$ cat src/rtl/alu_issue_decoder.sv
// rtl/alu_issue_decoder.sv - decode/issue stage feeding the SIMD ALU with RAW/WAW scoreboard
// Optional: ISSUE_WB_BYPASS_EN lets a same-cycle writeback clear a hazard before issue.
module alu_issue_decoder #(
  parameter int NUM_REGS = 32
) (
  input  logic        clk,
  input  logic        rst_n,
  input  logic        instr_valid,
  output logic        instr_ready,
  input  logic [0:31] instr,
  output logic [0:4]  rf_rA_addr,
  output logic [0:4]  rf_rB_addr,
  input  logic [0:63] rf_rA_data,
  input  logic [0:63] rf_rB_data,
  input  logic        wb_valid,
  input  logic [0:4]  wb_addr,
  output logic        ex_valid,
  input  logic        ex_ready,
  output logic [0:5]  ex_op_code,
  output logic [0:5]  ex_r_ins,
  output logic [0:1]  ex_ww,
  output logic [0:4]  ex_rd,
  output logic [0:63] ex_rA_val,
  output logic [0:63] ex_rB_val,
  output logic        ex_illegal
);

  localparam logic [0:5] OP_RALU  = 6'b101010;
  localparam logic [0:5] OP_LOAD  = 6'b100000;
  localparam logic [0:5] OP_STORE = 6'b100001;
  localparam logic [0:5] OP_BEZ   = 6'b100010;
  localparam logic [0:5] OP_BNZ   = 6'b100011;
  localparam logic [0:5] OP_NOP   = 6'b111100;

  localparam logic [0:5] RI_VNOP   = 6'b000000;
  localparam logic [0:5] RI_VNOT   = 6'b000100;
  localparam logic [0:5] RI_VMOV   = 6'b000101;
  localparam logic [0:5] RI_VMULEU = 6'b001000;
  localparam logic [0:5] RI_VMULOU = 6'b001001;
  localparam logic [0:5] RI_VSQEU  = 6'b010000;
  localparam logic [0:5] RI_VSQOU  = 6'b010001;
  localparam logic [0:5] RI_VSQRT  = 6'b010010;
  localparam logic [0:5] RI_MAX    = 6'b010010;

  logic                r_dec_valid;
  logic [0:31]         r_dec_instr;
  logic [NUM_REGS-1:0] r_sb;
  logic                r_ex_valid;
  logic [0:5]          r_ex_op_code;
  logic [0:5]          r_ex_r_ins;
  logic [0:1]          r_ex_ww;
  logic [0:4]          r_ex_rd;
  logic [0:63]         r_ex_rA_val;
  logic [0:63]         r_ex_rB_val;
  logic                r_ex_illegal;

  logic [0:5]          w_op;
  logic [0:4]          w_rd;
  logic [0:4]          w_ra;
  logic [0:4]          w_rb;
  logic [0:1]          w_ww;
  logic [0:5]          w_rins;
  logic                w_unused_rsvd;
  logic                w_use_a;
  logic                w_use_b;
  logic                w_writes;
  logic                w_illegal;
  logic                w_is_nop;
  logic [0:4]          w_src_a;
  logic [0:4]          w_src_b;
  logic [NUM_REGS-1:0] w_clear;
  logic [NUM_REGS-1:0] w_set;
  logic [NUM_REGS-1:0] w_sb_view;
  logic                w_hazard;
  logic                w_ex_free;
  logic                w_issue;

  // Bit 0 of every mask stays clear so register 0 is never tracked.
  function automatic logic [NUM_REGS-1:0] onehot(input logic [0:4] a);
    onehot = '0;
    for (int i = 1; i < NUM_REGS; i++) begin
      if (a == 5'(i)) onehot[i] = 1'b1;
    end
  endfunction

  function automatic logic reg_busy(input logic [NUM_REGS-1:0] vec, input logic [0:4] a);
    reg_busy = 1'b0;
    for (int i = 1; i < NUM_REGS; i++) begin
      if (a == 5'(i)) reg_busy = vec[i];
    end
  endfunction

  assign w_op          = r_dec_instr[0:5];
  assign w_rd          = r_dec_instr[6:10];
  assign w_ra          = r_dec_instr[11:15];
  assign w_rb          = r_dec_instr[16:20];
  assign w_ww          = r_dec_instr[24:25];
  assign w_rins        = r_dec_instr[26:31];
  assign w_unused_rsvd = ^r_dec_instr[21:23];

  always_comb begin
    w_use_a   = 1'b0;
    w_use_b   = 1'b0;
    w_writes  = 1'b0;
    w_illegal = 1'b0;
    w_is_nop  = 1'b0;
    w_src_a   = w_ra;
    w_src_b   = w_rb;
    case (w_op)
      OP_RALU: begin
        if ((w_rins > RI_MAX) ||
            ((w_ww == 2'b11) && ((w_rins == RI_VMULEU) || (w_rins == RI_VMULOU) ||
                                 (w_rins == RI_VSQEU)  || (w_rins == RI_VSQOU)))) begin
          w_illegal = 1'b1;
        end else begin
          w_use_a  = 1'b1;
          w_use_b  = !((w_rins == RI_VNOT)  || (w_rins == RI_VMOV)  || (w_rins == RI_VSQEU) ||
                       (w_rins == RI_VSQOU) || (w_rins == RI_VSQRT) || (w_rins == RI_VNOP));
          w_writes = (w_rins != RI_VNOP);
        end
      end
      OP_LOAD: begin
        w_use_a  = 1'b1;
        w_writes = 1'b1;
      end
      OP_STORE: begin
        w_use_a = 1'b1;
        w_use_b = 1'b1;
        w_src_b = w_rd;
      end
      OP_BEZ, OP_BNZ: begin
        w_use_a = 1'b1;
        w_src_a = w_rd;
      end
      OP_NOP:  w_is_nop  = 1'b1;
      default: w_illegal = 1'b1;
    endcase
  end

  assign rf_rA_addr = w_src_a;
  assign rf_rB_addr = w_src_b;

  assign w_clear = wb_valid ? onehot(wb_addr) : '0;
`ifdef ISSUE_WB_BYPASS_EN
  assign w_sb_view = r_sb & ~w_clear;
`else
  assign w_sb_view = r_sb;
`endif

  // Illegal instructions and NOPs have no use/write flags, so they never stall.
  assign w_hazard  = (w_use_a  & reg_busy(w_sb_view, w_src_a)) |
                     (w_use_b  & reg_busy(w_sb_view, w_src_b)) |
                     (w_writes & reg_busy(w_sb_view, w_rd));
  assign w_ex_free = ~r_ex_valid | ex_ready;
  assign w_issue   = r_dec_valid & ~w_hazard & w_ex_free;
  assign w_set     = (w_issue & w_writes) ? onehot(w_rd) : '0;

  assign instr_ready = ~r_dec_valid | w_issue;

  always_ff @(posedge clk or negedge rst_n) begin
    if (!rst_n) begin
      r_dec_valid <= 1'b0;
      r_dec_instr <= '0;
    end else if (instr_ready) begin
      r_dec_valid <= instr_valid;
      if (instr_valid) r_dec_instr <= instr;
    end
  end

  always_ff @(posedge clk or negedge rst_n) begin
    if (!rst_n) begin
      r_sb <= '0;
    end else begin
      r_sb <= (r_sb & ~w_clear) | w_set;
    end
  end

  // A NOP consumes its issue slot without loading the EX register.
  always_ff @(posedge clk or negedge rst_n) begin
    if (!rst_n) begin
      r_ex_valid   <= 1'b0;
      r_ex_op_code <= '0;
      r_ex_r_ins   <= '0;
      r_ex_ww      <= '0;
      r_ex_rd      <= '0;
      r_ex_rA_val  <= '0;
      r_ex_rB_val  <= '0;
      r_ex_illegal <= 1'b0;
    end else if (w_issue && !w_is_nop) begin
      r_ex_valid   <= 1'b1;
      r_ex_op_code <= w_op;
      r_ex_r_ins   <= w_rins;
      r_ex_ww      <= w_ww;
      r_ex_rd      <= w_rd;
      r_ex_rA_val  <= rf_rA_data;
      r_ex_rB_val  <= rf_rB_data;
      r_ex_illegal <= w_illegal;
    end else if (ex_ready) begin
      r_ex_valid <= 1'b0;
    end
  end

  assign ex_valid   = r_ex_valid;
  assign ex_op_code = r_ex_op_code;
  assign ex_r_ins   = r_ex_r_ins;
  assign ex_ww      = r_ex_ww;
  assign ex_rd      = r_ex_rd;
  assign ex_rA_val  = r_ex_rA_val;
  assign ex_rB_val  = r_ex_rB_val;
  assign ex_illegal = r_ex_illegal;

endmodule
$ cat config.mk
export PLATFORM = sky130hd
export DESIGN_NAME = alu_issue_decoder
export DESIGN_NICKNAME = d
export VERILOG_FILES = /design/src/rtl/alu_issue_decoder.sv
export SDC_FILE = /design/constraint.sdc
export NUM_CORES = 1
export LEC_CHECK = 0
export BUFFER_PORTS_ARGS = -buffer_cell sky130_fd_sc_hd__buf_2
export CAP_MARGIN = 20
export CORE_MARGIN = 4
export CORE_UTILIZATION = 35
export CTS_CLUSTER_DIAMETER = 120
export DETAILED_ROUTE_END_ITERATION = 8
export PLACE_DENSITY_LB_ADDON = 0.15
export SLEW_MARGIN = 20
export SYNTH_ARGS = -nofsm -noshare
export SYNTH_HDL_FRONTEND = slang
export SYNTH_SLANG_ARGS = --single-unit
$ cat constraint.sdc
create_clock -name clk -period 8.1 [get_ports clk]
set_input_delay 1.62 -clock clk [delete_from_list [all_inputs] [get_ports clk]]
set_output_delay 1.62 -clock clk [all_outputs]
set_load 0.1 [all_outputs]
# Word-level counts from Yosys, hierarchy flattened

Index checks and enable logic that the tools add are counted.
Widths: inputs -> output; s select.

Logic and storage cells: 356
RAM bits: 0
Latch bits: 0
Memories kept: 0
Bits in registers: 214
Output and inout port bits: 160
ROM bits: 0

Multiply operators: 0
Muxes and demuxes: 170
Shifts and indexed selects: 0
Bitwise gates (word level): 16
Reduce and logical (&&, ||, !) cells: 20
Order comparisons: 1
Divide/modulo/power cells: 0
Add/sub/neg operators: 0
Equality and inequality tests: 138

Operator list:

| kind               | number |
|---|---|
| $eq 5x5->1 const B | 64 |
| $mux 1             | 162 |
| $eq 5x4->1 const B | 32 |
| $eq 5x3->1 const B | 16 |
| $mux 32            | 2 |
| $eq 5x2->1 const B | 8 |
| $eq 6x6->1 const B | 6 |
| $and 32x32->32     | 1 |
| $not 32->32        | 1 |
| $or 32x32->32      | 1 |
| $eq 5x1->1 const B | 4 |
| $eq 6x5->1 const B | 3 |
| $eq 6x3->1 const B | 2 |
| $eq 6x4->1 const B | 2 |
| $mux 5             | 2 |
| $logic_or 1x1->1   | 9 |
| $pmux 1 s2         | 4 |
| $and 1x1->1        | 6 |
| $gt 6x5->1 const B | 1 |
| $logic_not 6->1    | 1 |
| $reduce_bool 6->1  | 1 |
| $reduce_or 5->1    | 1 |
| $or 1x1->1         | 4 |
| $reduce_or 4->1    | 1 |
| other kinds (7)    | 11 |

# Logic depth before layout (Yosys ltp)

Gate-level depths: netlist of run 1.

Word-level depth: 44
Mapped depth: 15
Gate-level depth less buffers: 10

# Worst setup path before layout of run 1

Ideal clock, no wire load.

Path kind: reg2out
Start point: register r_dec_instr[1] (netlist bit)
End point: output port instr_ready
Cell stages (with the launch flop): 9
Buffers on the path: 0
Arrival time: 4786 ps
Path slack: 1694 ps
Cell sequence: dfrtp_1 nor3_2 nand2_1 o21ai_0 o311a_1 o211ai_1 a311oi_4 nand3_1 nand2_1

Elaborated cells between the ends (all ways): 145
Those cells by class: eq/ne (67); mux (67); bitwise (9); reduce/logical (2)

RTL lines:

| item                         | line | source |
|---|---|---|
| start: declaration           | 46   | `logic [0:31] r_dec_instr;` |
| start signal: assignment     | 166  | `if (instr_valid) r_dec_instr <= instr;` |
| $eq 6x6->1 (*)               | 109  | `case (w_op)` |
| $mux 5 (*)                   | 109  |  |
| via rf_rB_addr (one bit)     | 12   | `output logic [0:4] rf_rB_addr,` |
| $eq 5x1->1                   | 89   | `if (a == 5'(i)) reg_busy = vec[i];` |
| $mux 1 (30 in a row)         | 89   |  |
| $mux 1 (*)                   | 89   |  |
| $and 1x1->1 (*)              | 152  | `(w_use_b & reg_busy(w_sb_view, w_src_b)) \|` |
| $or 1x1->1 (*)               | 151  | `assign w_hazard = (w_use_a & reg_busy(w_sb_view, w_src_a)) \|` |
| $or 1x1->1 (*)               | 152  |  |
| $not 1->1 (*)                | 155  | `assign w_issue = r_dec_valid & ~w_hazard & w_ex_free;` |
| $and 1x1->1 (*) (2 in a row) | 155  |  |
| $or 1x1->1 (*)               | 158  | `assign instr_ready = ~r_dec_valid \| w_issue;` |
| end: declaration             | 9    | `output logic instr_ready,` |

Mark *: on every way through the listed nets, which the timed path passes. The rest lies on a longest branch.

# Worst setup path after layout of run 1

Start point: register r_dec_instr[0] (netlist bit)
End point: output port instr_ready

Cells in the longest elaborated chain, start to end: 42
Elaborated cells between the ends (all ways): 145
Those cells by class: eq/ne (67); mux (67); bitwise (9); reduce/logical (2)

Ends and longest elaborated chain:

| item                         | line |
|---|---|
| $eq 6x6->1                   | 109 |
| $reduce_or 2->1              | 109 |
| $mux 5                       | 109 |
| $eq 5x1->1                   | 89 |
| $mux 1 (31 in a row)         | 89 |
| $and 1x1->1                  | 151 |
| $or 1x1->1                   | 151 |
| $or 1x1->1 (*)               | 152 |
| $not 1->1 (*)                | 155 |
| $and 1x1->1 (*) (2 in a row) | 155 |
| $or 1x1->1 (*)               | 158 |

Mark *: on every way between the ends. The rest lies on a longest branch, timed or not.

==> flow_summary_export.csv, run 1 <==
group,metric,value,unit
floorplan,initial_core_util,35.6,%
grt,antenna_found_initial,2,
place,place_area,12800,sq um
clocking,cts.path.max_buffers,3,
sta,layout_min_cycle_time,6.39,ns
yosys,synth-warning-count,0,
worst_hold_path,hold_path.class,"flop to flop",
sta,worst-slew-pin-transition,0.966,ns
detailed_routing,drt_iter0_drc,842,
place,place_inst,1640,
yosys,yosysUniqueCellTypes,89,
critical_path,end_kind,"output port",
sta,finClkSkew,0.0146,ns
cells_and_area,nFillCells,3006,
yosys,async_flop_share,100,%
clocking,clk_latency,0.54,ns
floorplan,die_height,185,microns
floorplan,dieArea,34100,sq um
cells_and_area,multi_input_area,5250,sq um
floorplan,rows,64,
yosys,ys_seq_area_share,48.1,%
floorplan,die_w,185,microns
floorplan,core_area,30700,sq um
yosys,synth_top_family_by_area,"multiplexers",
critical_path,slowest_stage,"and2_1",
clocking,holdBufCountCts,0,
cells_and_area,seqCellArea,5260,sq um
floorplan,io_pins,330,
cells_and_area,areaGrowthSynthToFinish,25.7,%
critical_path,path_max_fanout,19,
sta,post-route-period-util,78.9,%
yosys,synth_compound_area_share,16.5,%
yosys,synth_ff_type,"dfrtp_1",
clocking,clk_pin_slew,0.06,ns
yosys,avgSynthCellArea,11.3,sq um
worst_hold_path,hold_depth,1,
detailed_routing,drc,0,
critical_path,cp_cell_sequence,"and2_1 -> nand2_2 -> o21ai_0 -> a221oi_2 -> o31ai_1 -> a2111oi_4 -> a211oi_4 -> nand3_1 -> nand2_1 -> buf_2",
grt,overflow,0,
critical_path,critPathKind,"flop to output port",
worst_hold_path,hold_path_startpoint,"ex_op_code[5]$_DFFE_PN0P_",
grt,grt_use_total,21.4,%
critical_path,crit_required,6.48,ns
detailed_routing,wl_per_cell,22.2,microns
clocking,post-cts-setup-buffers,0,
cells_and_area,layout-drive-gt1-share,37.4,%
clocking,numCtsBuffers,25,
sta,fmax,156,MHz
yosys,synth_area,10900,sq um
cells_and_area,finalInstanceArea,13700,sq um
place,dp_hpwl,27300,microns
sta,slew_violations,0,
detailed_routing,routed_wl,37500,microns
cells_and_area,mostFrequentLayoutCell,"buf_2",
yosys,syn_nets,1134,
yosys,ys_seq_elements,210,
detailed_routing,vias,9482,
clocking,clock_sinks,210,
place,place_congestion,0.942,
yosys,synth_xor_area_share,0,%
sta,setup_tns,0,ns
clocking,postCtsResizedCells,0,
grt,grt_pass1_vias,9597,
critical_path,timing.critical_path.buf_inv,1,
place,numPortBuffers,326,
worst_hold_path,min_to,"ex_op_code[5]$_DFFE_PN0P_",
detailed_routing,via_per_inst,5.62,
grt,grt_max_degree,153,
critical_path,r2r_slack,3.19,ns
critical_path,path_delay_family,"compound AO/OA/AOI/OAI gates",
yosys,synth_edf_count,0,
cells_and_area,mostFrequentLayoutCells,"325 x buf_2, 210 x dfrtp_1, 108 x mux2_1",
critical_path,arrival,4.77,ns
clocking,tritoncts,"yes",
clocking,root_buffer,"clkbuf_16",
critical_path,start_kind,"flop",
yosys,yosys-mux-area-fraction,20.1,%
sta,slew_headroom,35.4,%
flow_run,max-cap-violations,0,
yosys,synth_fa_ha_area_share,0,%
critical_path,cpPeakStageDelay,0.70,ns
sta,finalHoldViolations,0,
critical_path,regToRegEndpoint,"ex_rB_val[30]$_DFFE_PN0P_",
outcome,status,"completed",
yosys,synthCells,964,
critical_path,r2r_cells,10,
detailed_routing,ant_nets,0,
grt,grt_pass1_wl,57300,microns
cells_and_area,fin_nets,1441,
cells_and_area,stdcell_count,1688,
yosys,synth-simple-area-share,11.2,%
sta,rsz0062_at_grt,"false",
critical_path,r2r-start,"r_dec_instr[1]$_DFFE_PN0P_",
clocking,h-tree-depth,1,
detailed_routing,first_pass_iters,5,
sta,setup_violations,0,
logic make-up after synthesis:
| kind of cell | Yosys count |
|---|---|
| muxes | 193 |
| and+or+nand+nor | 218 |
| buffers and inverters | 78 |
| AOI/OAI and AO/OA | 265 |
| DFF | 210 |
cell usage after synthesis, types with 17 or more instances:
cell	instances	area (sq um)
dfrtp_1	210	5260
nor3_1	18	90.1
nand2_1	55	206
buf_2	21	105
a21oi_1	44	220
nand3_1	24	120
nor2_1	23	86.3
mux2_2	63	709
nand2b_1	17	106
mux2_1	108	1220
clkbuf_1	20	75.1
o21ai_0	93	465
worst max path at each step:
stage                                     startpoint           to  slack, ns  depth (start not counted)
after floorplan           r_dec_instr[1]$_DFFE_PN0P_  instr_ready       1.69                          8
after global placement    r_dec_instr[0]$_DFFE_PN0P_  instr_ready       2.37                         10
after detailed placement  r_dec_instr[9]$_DFFE_PN0P_  instr_ready       2.34                         11
after CTS                 r_dec_instr[9]$_DFFE_PN0P_  instr_ready       1.75                         11
after global routing      r_dec_instr[9]$_DFFE_PN0P_  instr_ready       1.41                         11
final                     r_dec_instr[0]$_DFFE_PN0P_  instr_ready       1.71                         10
layout make-up:
| class | count | area share [%] |
|---|---|---|
| flip-flops and latches | 210 | 38.3 |
| multi-input cells | 676 | 38.2 |
| repair buffers | 341 | 13.0 |
| clock buffers | 36 | 5.30 |
| well taps | 396 | 3.61 |
| clock inverters | 10 | 1.11 |
| inverters | 17 | 0.465 |
| diodes | 2 | 0.0365 |
layer usage:
metal	vias to the layer above	routed length [microns]	global-route usage [%]
met2	492	17800	35.0
li1	4238	-	-
met1	4661	14700	27.1
met3	91	3540	6.51
met4	0	1450	7.52
met5	-	0	0
through the flow:
step / hold slack [ns] / worst slack, ns / utilization, %
detailed placement: 0.475 / 2.34 / 41.9
finish: 0.481 / 1.71 / 44.8
CTS: 0.490 / 1.75 / 44.7
floorplan: 0.471 / 1.69 / -
global placement: 0.468 / 2.37 / 41.9
global route: 0.495 / 1.41 / 44.8
worst register-to-register path: stages (launching register included):
cell	delay, ns
dfrtp_1	0.47
or3_4	0.59
nor2_1	0.80
mux2_2	0.47
a32o_1	0.26
or4b_1	0.48
nor2_1	0.24
a311oi_4	0.20
nand3_4	0.39
buf_4	0.47
mux2_2	0.41
state kept, by name (all words and copies together) (netlist names):
register	flops
ex_illegal	1
ex_op_code	6
ex_rA_val	64
ex_rB_val	64
ex_r_ins	6
ex_rd	5
ex_valid	1
ex_ww	2
r_dec_instr	29
r_dec_valid	1
r_sb	31
Power of run 1 is left out: the tool's default activity adds up to more than one toggle a clock period on the data nets, which glitch-free logic cannot reach.
==> run 2, diff against run 1 <==
==> constraint.sdc (replaced) <==
create_clock -name clk -period 5.8 [get_ports clk]
set_input_delay 1.16 -clock clk [delete_from_list [all_inputs] [get_ports clk]]
set_output_delay 1.16 -clock clk [all_outputs]
set_load 0.1 [all_outputs]
==> run 2 against run 1 <==
Against the previous run: wire length decreased by 0.40%; utilization about the same; non-clock buffer count increased by 11; die area unchanged; highest routed layer unchanged; sequential share of layout area about the same; cell count increased by 0.53%; critical path type unchanged; flip-flop and latch count unchanged; largest cell class unchanged; global-route usage decreased by 0.26 points.
==> flow_summary_export.csv, run 2 (synthesized netlist as in run 1, its figures left out) <==
group,metric,value,unit
outcome,status,"completed",
clocking,clock_sinks,210,
place,numPortBuffers,326,
detailed_routing,wl_per_cell,22.0,microns
critical_path,crit_required,4.64,ns
critical_path,cp_cell_sequence,"nand3b_1 -> nor3_4 -> or2_1 -> mux2_1 -> a311oi_1 -> o211ai_1 -> a311oi_4 -> nand3_1 -> nand2_1 -> buf_2",
critical_path,timing.critical_path.buf_inv,1,
detailed_routing,drc,0,
detailed_routing,first_pass_iters,6,
grt,grt_max_degree,148,
detailed_routing,via_per_inst,5.55,
sta,finalHoldViolations,0,
clocking,post-cts-setup-buffers,0,
cells_and_area,fin_nets,1451,
place,dp_hpwl,28000,microns
cells_and_area,mostFrequentLayoutCell,"buf_2",
critical_path,arrival,4.47,ns
clocking,cts.path.max_buffers,3,
flow_run,max-cap-violations,0,
sta,setup_tns,0,ns
sta,worst-slew-pin-transition,0.938,ns
grt,grt_pass1_vias,9447,
sta,slew_headroom,37.5,%
clocking,holdBufCountCts,0,
critical_path,critPathKind,"flop to output port",
place,place_congestion,0.990,
sta,post-route-period-util,97.2,%
clocking,clk_latency,0.54,ns
sta,rsz0062_at_grt,"false",
sta,layout_min_cycle_time,5.63,ns
floorplan,core_area,30700,sq um
clocking,clk_pin_slew,0.06,ns
sta,finClkSkew,0.00900,ns
detailed_routing,routed_wl,37400,microns
floorplan,rows,64,
cells_and_area,areaGrowthSynthToFinish,25.6,%
floorplan,initial_core_util,35.6,%
critical_path,r2r-start,"r_dec_instr[4]$_DFFE_PN0P_",
clocking,h-tree-depth,1,
grt,grt_use_total,21.2,%
critical_path,r2r_slack,1.22,ns
grt,grt_pass1_wl,56600,microns
critical_path,slowest_stage,"nand3b_1",
grt,antenna_found_initial,2,
floorplan,dieArea,34100,sq um
cells_and_area,layout-drive-gt1-share,37.8,%
critical_path,path_delay_family,"simple AND/OR/NAND/NOR gates",
worst_hold_path,hold_path.class,"flop to flop",
detailed_routing,ant_nets,0,
floorplan,die_w,185,microns
critical_path,cp-startpoint,"r_dec_instr[4]$_DFFE_PN0P_",
critical_path,path_max_fanout,10,
floorplan,io_pins,330,
clocking,numCtsBuffers,24,
cells_and_area,mostFrequentLayoutCells,"325 x buf_2, 210 x dfrtp_1, 108 x mux2_1",
sta,slew_violations,0,
critical_path,cpPeakStageDelay,0.58,ns
floorplan,die_height,185,microns
clocking,root_buffer,"clkbuf_16",
sta,fmax,177,MHz
critical_path,end_kind,"output port",
clocking,tritoncts,"yes",
sta,setup_violations,0,
detailed_routing,drt_iter0_drc,656,
detailed_routing,vias,9415,
clocking,postCtsResizedCells,0,
critical_path,start_kind,"flop",
grt,overflow,0,
worst_hold_path,hold_path_startpoint,"ex_r_ins[2]$_DFFE_PN0P_",
-- run 2: final cells by class --
class,count,area [sq um]
diodes,2,5.00
clock buffers,38,743
clock inverters,6,60.1
fillers,2973,17000
inverters,17,63.8
multi-input cells,676,5250
flip-flops and latches,210,5260
well taps,396,495
repair buffers,352,1850
-- run 2: routing by layer --
metal / vias to the layer above / track usage, % / part of all wire (%)
met5: - / 0 / 0
met1: 4657 / 27.3 / 40
met2: 429 / 35.0 / 48
met4: 0 / 6.69 / 3.5
met3: 78 / 5.72 / 8.7
li1: 4251 / - / -
-- run 2: path summary, 6_finish.rpt --
check                                         endpoint  depth (start not counted)
hold reg to reg                ex_r_ins[2]$_DFFE_PN0P_                          1
min in group asynchronous      ex_r_ins[2]$_DFFE_PN0P_                          1
setup / recovery                           instr_ready                         10
hold / removal                 ex_r_ins[2]$_DFFE_PN0P_                          1
setup reg to reg             ex_rA_val[39]$_DFFE_PN0P_                         11
max in group asynchronous  r_dec_instr[13]$_DFFE_PN0P_                          2
-- run 2: through the flow --
stage / instances / cell area (sq um) / hold WS, ns / util [%] / setup WS, ns
floorplan: 964 / 10900 / 0.471 / - / 0.675
detailed placement: 1651 / 12900 / 0.475 / 42.1 / 0.819
global placement: 1651 / 12900 / 0.468 / 42.1 / 0.805
global route: 1697 / 13700 / 0.497 / 44.7 / 0.00554
finish: 1697 / 13700 / 0.481 / 44.7 / 0.165
CTS: 1695 / 13700 / 0.489 / 44.7 / 0.212
Power of run 2 is left out for the same reason.
